===== src/rtl/mul_arb_pkg.sv =====
// Shared types, widths and the rotating-priority pick helper for mul_share_arbiter.
package mul_arb_pkg;

    localparam int OP_W    = 4;
    localparam int PROD_W  = 8;
    localparam int MAX_REQ = 8;
    localparam int PTR_W   = 3;

    typedef enum logic [1:0] {
        IDLE = 2'd0,
        WAIT = 2'd1,
        RESP = 2'd2
    } arb_state_e;

    typedef struct packed {
        logic             found;
        logic [PTR_W-1:0] idx;
    } rr_pick_t;

    // Descending scan so the candidate closest to ptr is the one left standing.
    function automatic rr_pick_t rr_pick(input logic [MAX_REQ-1:0] valid,
                                         input logic [PTR_W-1:0]   ptr,
                                         input int                 nreq);
        rr_pick_t         res;
        int               pos;
        logic [PTR_W-1:0] pidx;
        res.found = 1'b0;
        res.idx   = {PTR_W{1'b0}};
        for (int k = MAX_REQ - 1; k >= 0; k--) begin
            if (k < nreq) begin
                pos  = (int'(ptr) + k) % nreq;
                pidx = PTR_W'(pos);
                if (valid[pidx]) begin
                    res.found = 1'b1;
                    res.idx   = pidx;
                end
            end
        end
        return res;
    endfunction

endpackage


===== src/rtl/mul_share_arbiter_rr_arbiter.sv =====
// Combinational rotating-priority picker: first active request at or after ptr_i.
module rr_arbiter
    import mul_arb_pkg::*;
#(
    parameter int NREQ = 4,
    parameter int IDW  = $clog2(NREQ)
) (
    input  logic [NREQ-1:0] req_i,
    input  logic [IDW-1:0]  ptr_i,
    output logic [NREQ-1:0] grant_o,
    output logic [IDW-1:0]  idx_o,
    output logic            found_o
);

    logic [MAX_REQ-1:0] valid_ext_s;
    logic [PTR_W-1:0]   ptr_ext_s;
    rr_pick_t           pick_s;

    // Widen to the helper's fixed size, pick, then build the one-hot grant.
    always_comb begin
        valid_ext_s             = {MAX_REQ{1'b0}};
        valid_ext_s[NREQ-1:0]   = req_i;
        ptr_ext_s               = PTR_W'(ptr_i);
        pick_s                  = rr_pick(valid_ext_s, ptr_ext_s, NREQ);
        found_o                 = pick_s.found;
        idx_o                   = IDW'(pick_s.idx);
        if (pick_s.found) begin
            grant_o = NREQ'(1) << pick_s.idx;
        end else begin
            grant_o = {NREQ{1'b0}};
        end
    end

endmodule


===== src/rtl/mul_share_arbiter.sv =====
// Round-robin sharing of one 4x4 multiplier between NREQ requesters.
// Optional per-requester response counters via MUL_ARB_STATS_EN.
module mul_share_arbiter
    import mul_arb_pkg::*;
#(
    parameter  int NREQ    = 4,
    parameter  int MUL_LAT = 1,
    localparam int IDW     = $clog2(NREQ)
) (
    input  logic                   clk,
    input  logic                   rst,
    input  logic [NREQ-1:0]        req_valid,
    output logic [NREQ-1:0]        req_ready,
    input  logic [OP_W*NREQ-1:0]   req_num1,
    input  logic [OP_W*NREQ-1:0]   req_num2,
    output logic [OP_W-1:0]        mul_num1,
    output logic [OP_W-1:0]        mul_num2,
    input  logic [PROD_W-1:0]      mul_in,
    output logic                   rsp_valid,
    input  logic                   rsp_ready,
    output logic [IDW-1:0]         rsp_id,
    output logic [PROD_W-1:0]      rsp_mul,
    output logic                   busy
`ifdef MUL_ARB_STATS_EN
    ,
    output logic [8*NREQ-1:0]      grant_cnt
`endif
);

    generate
        if (MUL_LAT < 0 || MUL_LAT > 7) begin : g_bad_lat
            $error("mul_share_arbiter: MUL_LAT must be within 0..7");
        end
        if (NREQ < 2 || NREQ > 8) begin : g_bad_nreq
            $error("mul_share_arbiter: NREQ must be within 2..8");
        end
    endgenerate

    localparam logic [2:0] LAT_INIT = 3'(MUL_LAT);

    arb_state_e          state_q;
    logic [IDW-1:0]      rr_ptr_q;
    logic [IDW-1:0]      rr_ptr_d;
    logic [OP_W-1:0]     op1_q;
    logic [OP_W-1:0]     op2_q;
    logic [IDW-1:0]      rsp_id_q;
    logic [PROD_W-1:0]   rsp_mul_q;
    logic [2:0]          lat_cnt_q;
    logic                rsp_valid_q;
    logic                busy_q;

    logic [NREQ-1:0]     grant_s;
    logic [IDW-1:0]      gidx_s;
    logic                found_s;
    logic [OP_W-1:0]     gnt_num1_s;
    logic [OP_W-1:0]     gnt_num2_s;
    logic                rsp_hs_s;

    rr_arbiter #(
        .NREQ (NREQ),
        .IDW  (IDW)
    ) u_rr_arbiter (
        .req_i   (req_valid),
        .ptr_i   (rr_ptr_q),
        .grant_o (grant_s),
        .idx_o   (gidx_s),
        .found_o (found_s)
    );

    assign gnt_num1_s = req_num1[gidx_s*OP_W +: OP_W];
    assign gnt_num2_s = req_num2[gidx_s*OP_W +: OP_W];
    assign rsp_hs_s   = rsp_valid_q & rsp_ready;

    // Ready is offered only while idle; the requester just served drops to lowest priority next.
    always_comb begin
        if (state_q == IDLE) begin
            req_ready = grant_s;
        end else begin
            req_ready = {NREQ{1'b0}};
        end
        if (rsp_id_q == IDW'(NREQ - 1)) begin
            rr_ptr_d = {IDW{1'b0}};
        end else begin
            rr_ptr_d = rsp_id_q + IDW'(1);
        end
    end

    // Grant / settle / respond sequencer with registered outputs.
    always_ff @(posedge clk or negedge rst) begin
        if (!rst) begin
            state_q     <= IDLE;
            rr_ptr_q    <= {IDW{1'b0}};
            op1_q       <= {OP_W{1'b0}};
            op2_q       <= {OP_W{1'b0}};
            rsp_id_q    <= {IDW{1'b0}};
            rsp_mul_q   <= {PROD_W{1'b0}};
            lat_cnt_q   <= 3'd0;
            rsp_valid_q <= 1'b0;
            busy_q      <= 1'b0;
        end else begin
            case (state_q)
                IDLE: begin
                    if (found_s) begin
                        op1_q     <= gnt_num1_s;
                        op2_q     <= gnt_num2_s;
                        rsp_id_q  <= gidx_s;
                        lat_cnt_q <= LAT_INIT;
                        busy_q    <= 1'b1;
                        state_q   <= WAIT;
                    end else begin
                        busy_q    <= 1'b0;
                        state_q   <= IDLE;
                    end
                end
                WAIT: begin
                    if (lat_cnt_q != 3'd0) begin
                        lat_cnt_q <= lat_cnt_q - 3'd1;
                    end else begin
                        rsp_mul_q   <= mul_in;
                        rsp_valid_q <= 1'b1;
                        state_q     <= RESP;
                    end
                end
                RESP: begin
                    if (rsp_hs_s) begin
                        rsp_valid_q <= 1'b0;
                        busy_q      <= 1'b0;
                        rr_ptr_q    <= rr_ptr_d;
                        state_q     <= IDLE;
                    end else begin
                        state_q     <= RESP;
                    end
                end
                default: begin
                    rsp_valid_q <= 1'b0;
                    busy_q      <= 1'b0;
                    state_q     <= IDLE;
                end
            endcase
        end
    end

    assign mul_num1  = op1_q;
    assign mul_num2  = op2_q;
    assign rsp_valid = rsp_valid_q;
    assign rsp_id    = rsp_id_q;
    assign rsp_mul   = rsp_mul_q;
    assign busy      = busy_q;

`ifdef MUL_ARB_STATS_EN
    logic [7:0] cnt_q [NREQ];

    // Saturating per-requester count of completed response handshakes.
    always_ff @(posedge clk or negedge rst) begin
        if (!rst) begin
            for (int i = 0; i < NREQ; i++) begin
                cnt_q[i] <= 8'd0;
            end
        end else if (rsp_hs_s && (cnt_q[rsp_id_q] != 8'hFF)) begin
            cnt_q[rsp_id_q] <= cnt_q[rsp_id_q] + 8'd1;
        end else begin
            cnt_q[0] <= cnt_q[0];
        end
    end

    for (genvar gi = 0; gi < NREQ; gi++) begin : g_cnt_out
        assign grant_cnt[8*gi +: 8] = cnt_q[gi];
    end
`endif

endmodule


===== config.mk =====
export PLATFORM = sky130hd
export DESIGN_NAME = mul_share_arbiter
export DESIGN_NICKNAME = d
export VERILOG_FILES = /design/src/rtl/mul_arb_pkg.sv /design/src/rtl/mul_share_arbiter_rr_arbiter.sv /design/src/rtl/mul_share_arbiter.sv
export SDC_FILE = /design/constraint.sdc
export NUM_CORES = 1
export LEC_CHECK = 0
export CAP_MARGIN = 5
export CORE_UTILIZATION = 37
export DETAILED_ROUTE_END_ITERATION = 8
export GPL_TIMING_DRIVEN = 0
export PLACE_DENSITY = 0.85
export SLEW_MARGIN = 5
export SYNTH_ARGS = -nofsm -noshare
export SYNTH_HDL_FRONTEND = slang
export SYNTH_SLANG_ARGS = --single-unit

===== constraint.sdc =====
create_clock -name clk -period 1.7 [get_ports clk]
set_clock_uncertainty 0.05 [all_clocks]
set_input_delay 0.17 -clock clk [delete_from_list [all_inputs] [get_ports clk]]
set_output_delay 0.17 -clock clk [all_outputs]
set_load 0.01 [all_outputs]

==> metrics.yaml, run 1 <==
peakVddDrop_v: 0.000856
r2r-end: "mul_num1[3]"
dieArea_um2: 4420
cts.sinks: 27
rsz0062_at_grt: "true"
ys_ff_latch: 27
overflow: 0
fin_setup_tns_ns: -1.80
grt_pass1_vias: 1454
finalMaxSlewViolations: 0
dr.first_iter.drc_count: 6
cts.htree.levels: 1
cts-root-buf: "clkbuf_8"
maxCapViolCount: 0
setup_viol: 12
dp.cells: 272
mostFrequentLayoutCells: "61 x clkdlybuf4s50_1, 25 x dfrtp_1, 17 x nand2_1, 15 x buf_4, 9 x mux2_2"
required_ns: 1.48
min_path_type: "input port to asynchronous set/reset pin"
routed.top_layer: "met4"
synth.avg_cell_area_um2: 10.1
critPathTopFamily: "flip-flops"
worstSetupStartpointType: "flip-flop"
final_common_cell: "clkdlybuf4s50_1"
grt_first_pass_wirelength_um: 6530
initial_utilization: 0.384
synth_warnings: 0
clk_path_buf_depth: 2
gp_congestion: 0.763
io_buffers: 70
netlist_area_um2: 1540
insertion_delay_ns: 0.27
violations: "setup timing"
end_kind: "output port"
cp_num_buf_inv: 3
cp_cell_sequence: "mux2i_1, o22a_2, nand2_2, buf_6, buf_8, nor3_4, buf_2"
final_util: 0.668
layout_setup_ws_ns: -0.308
fmax_mhz: 498
antenna_found_initial: 0
ios: 71
firstDrtPassIters: 4
worstPathArrival_ns: 1.79
slowest_delay_ns: 0.44
rows: 23
critPathSlowestCell: "dfrtp_2"
routed-via-count: 1508
drt_wl_total_um: 4260
slew_headroom: 0.607
finalHoldViolations: 0
reg2reg_from: "rr_ptr_q[1]"
grt_max_degree: 28
dp_hpwl_um: 2790
yosysSeqAreaShare: 0.439
worstSetupPathType: "flip-flop to output port"
wl_met2_um: 2300
cts_tree: "yes"
met3_length_um: 247
worstMarginPinSlew_ns: 0.590
wire_per_inst_um: 14.4
nFillCells: 302
drt-vias-per-instance: 5.09
clk_pin_slew_worst_paths_ns: 0.09
drcViolationCount: 0
cp_max_fo: 6
leakage_nw: 1.21
min_period_ns: 2.01
numCtsBuffers: 3
core-area_um2: 4000
rrSetupSlack_ns: -0.17
powerDensity_nw_per_um2: 1600
startpoint: "rr_ptr_q[1]"
die_h_um: 66.5
final-instance-count-excl-fill: 296
min_period_over_period: 1.18
area_delta_synth_final_pct: 73.7
status: "finished, violations left"
die_w_um: 66.5
ant_nets: 0
grt.total_usage: 0.204
synth_nets: 202
diodes: 0
nNetsFinal: 297
synth_cells: 152
wl_met1_um: 1630
drive_gt1_frac: 0.329
worst_r2r_path_depth: 8
synth_cell_types: 34
## final cells by class
class / instances / area (µm²) / share of cell area
multi-input cells: 112 / 898 / 0.336
clock inverters: 1 / 5.00 / 0.00187
inverters: 6 / 22.5 / 0.00843
flip-flops and latches: 27 / 678 / 0.254
repair buffers: 92 / 915 / 0.342
clock buffers: 3 / 41.3 / 0.0155
plain buffers: 5 / 48.8 / 0.0183
well taps: 50 / 62.6 / 0.0234
## synthesized netlist by cell type
library cell  number  area (µm²)
o211ai_2           8         100
o21ai_0           11        55.1
a31o_2             1        8.76
nor2b_1            3        18.8
o21ai_1            1        5.00
o21a_1             1        7.51
a221oi_1           1        8.76
mux2i_1            9        90.1
a31oi_1            1        6.26
or3_1              2        12.5
inv_1              6        22.5
clkbuf_2           1        5.00
nand4_1            1        6.26
buf_6              2        22.5
and2_1             3        18.8
buf_2              2        10.0
o22a_1             1        8.76
o31ai_1            1        7.51
ha_1               3        37.5
nor4_1             1        6.26
or2_2              1        6.26
or2b_1             1        7.51
nor2_1             6        22.5
or3_4              1        11.3
mux2_2             9         101
clkbuf_1           1        3.75
a21boi_0           9        67.6
nor3_1             4        20.0
and3_1             9        56.3
nand2b_1           2        12.5
buf_4              1        7.51
dfrtp_1           27         676
a21oi_1            4        20.0
nand2_1           18        67.6
## per-layer routing
layer  GRT usage  up-vias
met3      0.0394        7
met4      0.0798        0
met5           0        -
met2       0.408       55
met1       0.201      715
li1            -      731
## kinds of logic (layout without fill, tap and decap cells)
group,count (synthesis),after routing,synth area share
fa+ha+maj,3,3,0.0244
mux,18,18,0.124
simple gates,52,52,0.173
compound gates,39,39,0.192
flops,27,27,0.439
buf+inv,13,107,0.0464
## metrics by stage
| step | worst slack (ns) | total power [mW] | hold slack (ns) | instance area [µm²] |
|---|---|---|---|---|
| 6_report | -0.308 | 4.29 | 0.372 | 2670 |
| 5_1_grt | -0.384 | 4.56 | 0.421 | 2670 |
| 4_1_cts | -0.352 | 4.07 | 0.451 | 2560 |
| 3_5_place_dp | -0.881 | 3.32 | 0.427 | 2300 |
| 3_3_place_gp | -0.839 | 3.24 | 0.423 | 2300 |
| 2_1_floorplan | 0.0402 | 2.41 | -0.176 | 1540 |
## how the worst max path moves through the flow
stage	depth (start not counted)	end	slack (ns)
after detailed placement	7	req_ready[3]	-0.88
after global placement	7	req_ready[1]	-0.84
after global routing	7	req_ready[3]	-0.38
after CTS	6	req_ready[2]	-0.35
after floorplan	5	req_ready[2]	0.04
final	7	req_ready[3]	-0.31
## worst reg2reg max path: stages (launching register included)
cell	delay (ns)
dfrtp_2	0.46
mux2i_1	0.14
o22a_2	0.30
clkbuf_8	0.15
buf_4	0.13
buf_6	0.13
and3_1	0.18
o21ai_2	0.12
o211ai_2	0.10
## sequential cells by signal (all words and copies together), names as in the netlist, 2 cells and up
register and flops:
rr_ptr_q 2, rsp_mul 8, lat_cnt_q 3, rsp_id 2, mul_num2 4, state_q 2
mul_num1 4
## power by group
part	leakage (nW)	switching [mW]	internal, mW
sequential	0.327	0.221	0.967
clock	0.0255	0.205	0.165
combinational	0.855	1.17	1.56
total	1.21	1.60	2.69
## what timing repair did
action                                 in CTS  in global routing
hold buffers                                0                  1
setup buffers                              12                  8
setup endpoints to repair                  20                 23
cloned                                      1                  0
endpoints found under the hold margin       0                 27
gates resized for setup                    45                 32
pin swaps                                  14                 10
Note: power is estimated with default switching activity, not from simulation.
==> run 2, diff against run 1 <==
CTS_CLUSTER_DIAMETER = 150   (was not set)
MAX_ROUTING_LAYER = met4   (was not set)
==> run 2 against run 1 <==
Effect of this change: the run still ends with setup timing left; critical path depth is the same; register-to-register slack is essentially flat; first-iteration DRC count grew 100%; clock power is essentially flat; critical endpoint unchanged.
==> metrics.yaml, run 2 (synthesis gave the netlist of run 1 again) <==
clk_pin_slew_worst_paths_ns: 0.09
final_cell_area_um2: 2680
gp_congestion: 0.774
antenna_found_initial: 0
overflow: 0
diodes: 0
slowest_delay_ns: 0.44
ctsHoldBuffers: 0
grt.total_usage: 0.209
worstPathArrival_ns: 1.79
drt_wl_total_um: 4290
die_h_um: 66.5
routed-via-count: 1514
required_ns: 1.48
ios: 71
leakage_nw: 1.21
nNetsFinal: 297
final_common_cell: "clkdlybuf4s50_1"
grt_first_pass_wirelength_um: 6530
min_period_over_period: 1.18
dp_hpwl_um: 2790
die_w_um: 66.5
peakVddDrop_v: 0.000856
drive_gt1_frac: 0.329
drcViolationCount: 0
ant_nets: 0
worstSetupStartpointType: "flip-flop"
io_buffers: 70
area_delta_synth_final_pct: 74.4
mostFrequentLayoutCells: "62 x clkdlybuf4s50_1, 25 x dfrtp_1, 17 x nand2_1, 15 x buf_4, 9 x mux2_2"
initial_utilization: 0.384
rows: 23
finalMaxSlewViolations: 0
nFillCells: 302
power_mw: 4.29
fmax_mhz: 498
rsz0062_at_grt: "true"
core-area_um2: 4000
min_path_type: "input port to asynchronous set/reset pin"
slew_headroom: 0.655
firstDrtPassIters: 4
place_area_um2: 2300
cts_tree: "yes"
status: "finished, violations left"
wire_per_inst_um: 14.5
cts-root-buf: "clkbuf_8"
worstSetupPathType: "flip-flop to output port"
dp.cells: 272
final_util: 0.670
insertion_delay_ns: 0.27
min_period_ns: 2.01
cp_max_fo: 6
end_kind: "output port"
grt_pass1_vias: 1456
setup_viol: 12
cts.htree.levels: 1
grt_max_degree: 28
dr.first_iter.drc_count: 12
clk_path_buf_depth: 2
numCtsBuffers: 3
maxCapViolCount: 0
dieArea_um2: 4420
largest_reg_flops: 8
drt-vias-per-instance: 5.11
finalHoldViolations: 0
layout_setup_ws_ns: -0.309
fin_setup_tns_ns: -1.80
cp_cell_sequence: "mux2i_1, o22a_2, nand2_2, buf_6, buf_8, nor3_4, buf_2"
final-instance-count-excl-fill: 296
critPathSlowestCell: "dfrtp_2"
violations: "setup timing"
powerDensity_nw_per_um2: 1600
cts.sinks: 27
worstMarginPinSlew_ns: 0.517
==> run 2: cell types whose count changed in the layout (fill, tap and decap cells not counted) <==
cell and delta:
dlygate4sd3_1 -1, clkdlybuf4s50_1 +1, buf_2 -1, buf_8 +1
==> run 2: path summary, 6_finish.rpt <==
kind                       depth (start not counted)      endpoint          from  slack (ns)
setup / recovery                                   7  req_ready[3]   rr_ptr_q[1]       -0.31
hold / removal                                     1    rsp_mul[4]           rst        0.18
setup reg to reg                                   8   mul_num1[3]   rr_ptr_q[1]       -0.17
hold reg to reg                                    2   mul_num1[0]   mul_num1[0]        0.45
max in group asynchronous                          2    state_q[0]           rst        0.91
min in group clk                                   5          busy  req_valid[3]        0.41
==> run 2: what timing repair did <==
action	4_1_cts	5_1_grt
gates resized for setup	45	32
pin swaps	14	10
setup endpoints to repair	20	23
gates cloned	1	0
buffers inserted	12	8
==> run 2: layout make-up <==
type	count	area, µm²	share of cell area
Clock inverter	1	5.00	0.00187
Inverter	6	22.5	0.00840
Timing Repair Buffer	92	925	0.345
Sequential cell	27	678	0.253
Multi-Input combinational cell	112	898	0.335
Buffer	5	48.8	0.0182
Tap cell	50	62.6	0.0233
Clock buffer	3	41.3	0.0154
==> run 2: per-layer routing <==
metal / track usage / routed length (µm)
met5: - / 0
met4: 0.0798 / 89
met3: 0.0274 / 202
met2: 0.408 / 2340
met1: 0.208 / 1660
==> run 2: report_power, final <==
part | internal, mW | leakage [nW] | switching, mW
clock network | 0.165 | 0.0255 | 0.204
registers | 0.967 | 0.327 | 0.221
logic | 1.56 | 0.859 | 1.18
==> run 2: worst max-delay path: cells and delay by family, from the launching register on <==
kind / cells / cell delay [ns]
AOI/OAI and AO/OA: 1 / 0.24
buffers and inverters: 3 / 0.39
DFF: 1 / 0.44
muxes: 1 / 0.21
and+or+nand+nor: 2 / 0.24
==> run 2: metrics by stage <==
step | setup slack [ns] | hold WS, ns
floorplan | 0.0402 | -0.176
global placement | -0.839 | 0.423
global route | -0.384 | 0.201
CTS | -0.352 | 0.451
detailed placement | -0.881 | 0.427
finish | -0.309 | 0.180
==> run 3, diff against run 2 <==
CORE_UTILIZATION = 38   (was 37)
PLACE_DENSITY = 0.86   (was 0.85)
SYNTH_HIERARCHICAL = 1   (was not set)
==> run 3 against run 2 <==
Effect of this change: the run still ends with setup timing left; area after synthesis grew 3.7%; highest routed layer unchanged; register-to-register slack lost 0.28 ns; largest power group unchanged; utilization shrank 5.3 points; sequential power is essentially flat.
==> metrics.yaml, run 3 <==
status: "finished, violations left"
violations: "setup timing"
cts_tree: "yes"
dp_hpwl_um: 2630
ys_ff_latch: 27
ios: 71
power_frac_seq: 0.288
slew_headroom: 0.583
min_period_over_period: 1.26
yosysMostFrequentCell: "dfrtp_1"
yosys.area_share.simple: 0.0894
drt_wl_total_um: 3840
synth_cells: 130
io_buffers: 67
min_path_type: "input port to flip-flop"
yosys.area_share.adder: 0.0235
worstMarginPinSlew_ns: 0.626
synth_nets: 180
final-instance-count-excl-fill: 264
cp_common_cell: "buf_6"
worstSetupStartpointType: "flip-flop"
ant_nets: 0
end_kind: "flip-flop"
peakVddDrop_v: 0.000755
fin_setup_tns_ns: -4.38
combPwrFrac: 0.620
dieArea_um2: 4460
drive_gt1_frac: 0.322
drt-vias-per-instance: 5.03
synth_xor_area_frac: 0
critPathTopFamily: "multiplexers"
dr.first_iter.drc_count: 37
cts-root-buf: "clkbuf_8"
antenna_found_initial: 0
sw_frac_of_total: 0.336
pwr-share-clk: 0.092
synthMuxAreaShare: 0.293
p_int_mw: 2.71
cts.htree.levels: 1
synth_top_area_frac: 0.424
layout_setup_ws_ns: -0.446
largest_reg_flops: 8
setup_viol: 11
grt_pass1_vias: 1284
area_delta_synth_final_pct: 55.8
place_area_um2: 2330
dp.cells: 247
insertion_delay_ns: 0.27
gp_congestion: 0.759
grt_first_pass_wirelength_um: 5750
maxCapViolCount: 0
leakage_nw: 1.09
netlist_area_um2: 1600
synth_warnings: 6
final_cell_area_um2: 2490
overflow: 0
powerDensity_nw_per_um2: 1640
yosys.area.top_type: "dfrtp_1"
cp_max_fo: 9
fmax_mhz: 466
core-area_um2: 4030
grt.total_usage: 0.179
ys_async_sr_fraction: 1.00
synth_edf_count: 0
critPathSlowestCell: "mux4_2"
synthTopCellsByCount: "27 x dfrtp_1, 13 x mux2_2"
firstDrtPassIters: 4
finalHoldViolations: 0
numCtsBuffers: 3
die_w_um: 66.8
synth_top_family_by_area: "multiplexers"
final_common_cell: "clkdlybuf4s50_1"
synth_cell_types: 33
rsz0062_at_grt: "true"
rows: 23
slowest_delay_ns: 0.50
die_h_um: 66.8
diodes: 0
required_ns: 1.82
clk_pin_slew_worst_paths_ns: 0.09
worstPathArrival_ns: 2.26
finalMaxSlewViolations: 0
cp_cell_sequence: "buf_6, mux2i_1, o22ai_1, a31oi_1, buf_6, mux4_2, mux2_2"
cp_num_buf_inv: 2
synth.avg_cell_area_um2: 12.3
cts.sinks: 27
clk_path_buf_depth: 2
routed-via-count: 1329
worstSetupPathType: "flip-flop to flip-flop"
yosysSeqAreaShare: 0.424
ys_top_cells_by_area: "dfrtp_1 42%, mux4_2 11%, mux2_2 9.2%"
ys.flop_type: "dfrtp_1"
wire_per_inst_um: 14.5
drcViolationCount: 0
initial_utilization: 0.396
switching_power_mw: 1.37
synth_compound_area_frac: 0.104
nNetsFinal: 265
grt_max_degree: 28
min_period_ns: 2.15
mostFrequentLayoutCells: "62 x clkdlybuf4s50_1, 26 x dfrtp_1, 14 x buf_4, 13 x mux2_2"
==> run 3: cell types whose count changed in the layout (fill, tap and decap cells not counted), moves of 6 or more <==
cell      change
a21boi_0      -6
mux4_2        +8
nand2_1      -11
and3_1        -8
mux2_4        +8
o211ai_2      -8
==> run 3: cells by family after synthesis <==
group | count (synthesis)
mux | 31
flops | 27
buf+inv | 17
fa+ha+maj | 3
compound gates | 24
simple gates | 28
==> run 3: final timing paths <==
kind	start	to	slack [ns]	depth (start not counted)
worst max-delay path	rr_ptr_q[1]	mul_num2[3]	-0.45	7
worst min-delay path	req_valid[2]	busy	0.37	5
worst max register to register	rr_ptr_q[1]	mul_num2[3]	-0.45	7
worst min register to register	lat_cnt_q[2]	lat_cnt_q[2]	0.46	1
max in group asynchronous	rst	rr_ptr_q[0]	0.77	2
min in group asynchronous	rst	state_q[0]	0.39	2
==> run 3: stage by stage <==
step | power, mW | hold slack (ns) | util | setup WS, ns
6_report | 4.08 | 0.370 | 0.617 | -0.446
5_1_grt | 4.37 | 0.440 | 0.617 | -0.573
4_1_cts | 3.98 | 0.351 | 0.606 | -0.414
3_5_place_dp | 3.43 | 0.421 | 0.578 | -0.610
3_3_place_gp | 3.36 | 0.409 | 0.578 | -0.600
2_1_floorplan | 2.55 | -0.176 | - | -0.291
==> run 3: tightest hold or removal path: cells and delay by family <==
family          cells  cell delay (ns)
compound gates      1             0.12
buf+inv             1             0.11
mux                 1             0.08
simple gates        2             0.17
==> run 3: layout make-up <==
cell class,instances,area [µm²]
Fill cell,332,1540
Timing Repair Buffer,81,761
Sequential cell,27,677
Tap cell,50,62.6
Clock buffer,4,45.0
Multi-Input combinational cell,86,838
Inverter,8,30.0
Buffer,8,72.6
==> run 3: what timing repair did <==
action | CTS | global route
buffers inserted | 10 | 3
hold buffers | 0 | 1
gates cloned | 0 | 0
resized for setup | 22 | 6
pin swaps | 2 | 4
endpoints found under the setup margin | 21 | 20
endpoints found under the hold margin | 0 | 27
==> run 3: power by group through the flow <==
stage	Combinational, mW	Sequential [mW]	Clock (mW)
floorplan	1.27	1.28	0
global placement	2.19	1.17	0
detailed placement	2.23	1.19	0
CTS	2.43	1.17	0.382
global route	2.74	1.22	0.411
finish	2.53	1.18	0.374
==> run 3: per-layer routing <==
layer,global-route usage,vias to the layer above,routed length [µm]
li1,-,635,-
met1,0.199,648,1520
met2,0.319,44,2110
met3,0.0479,2,190
met4,0.0399,0,17
met5,-,-,0
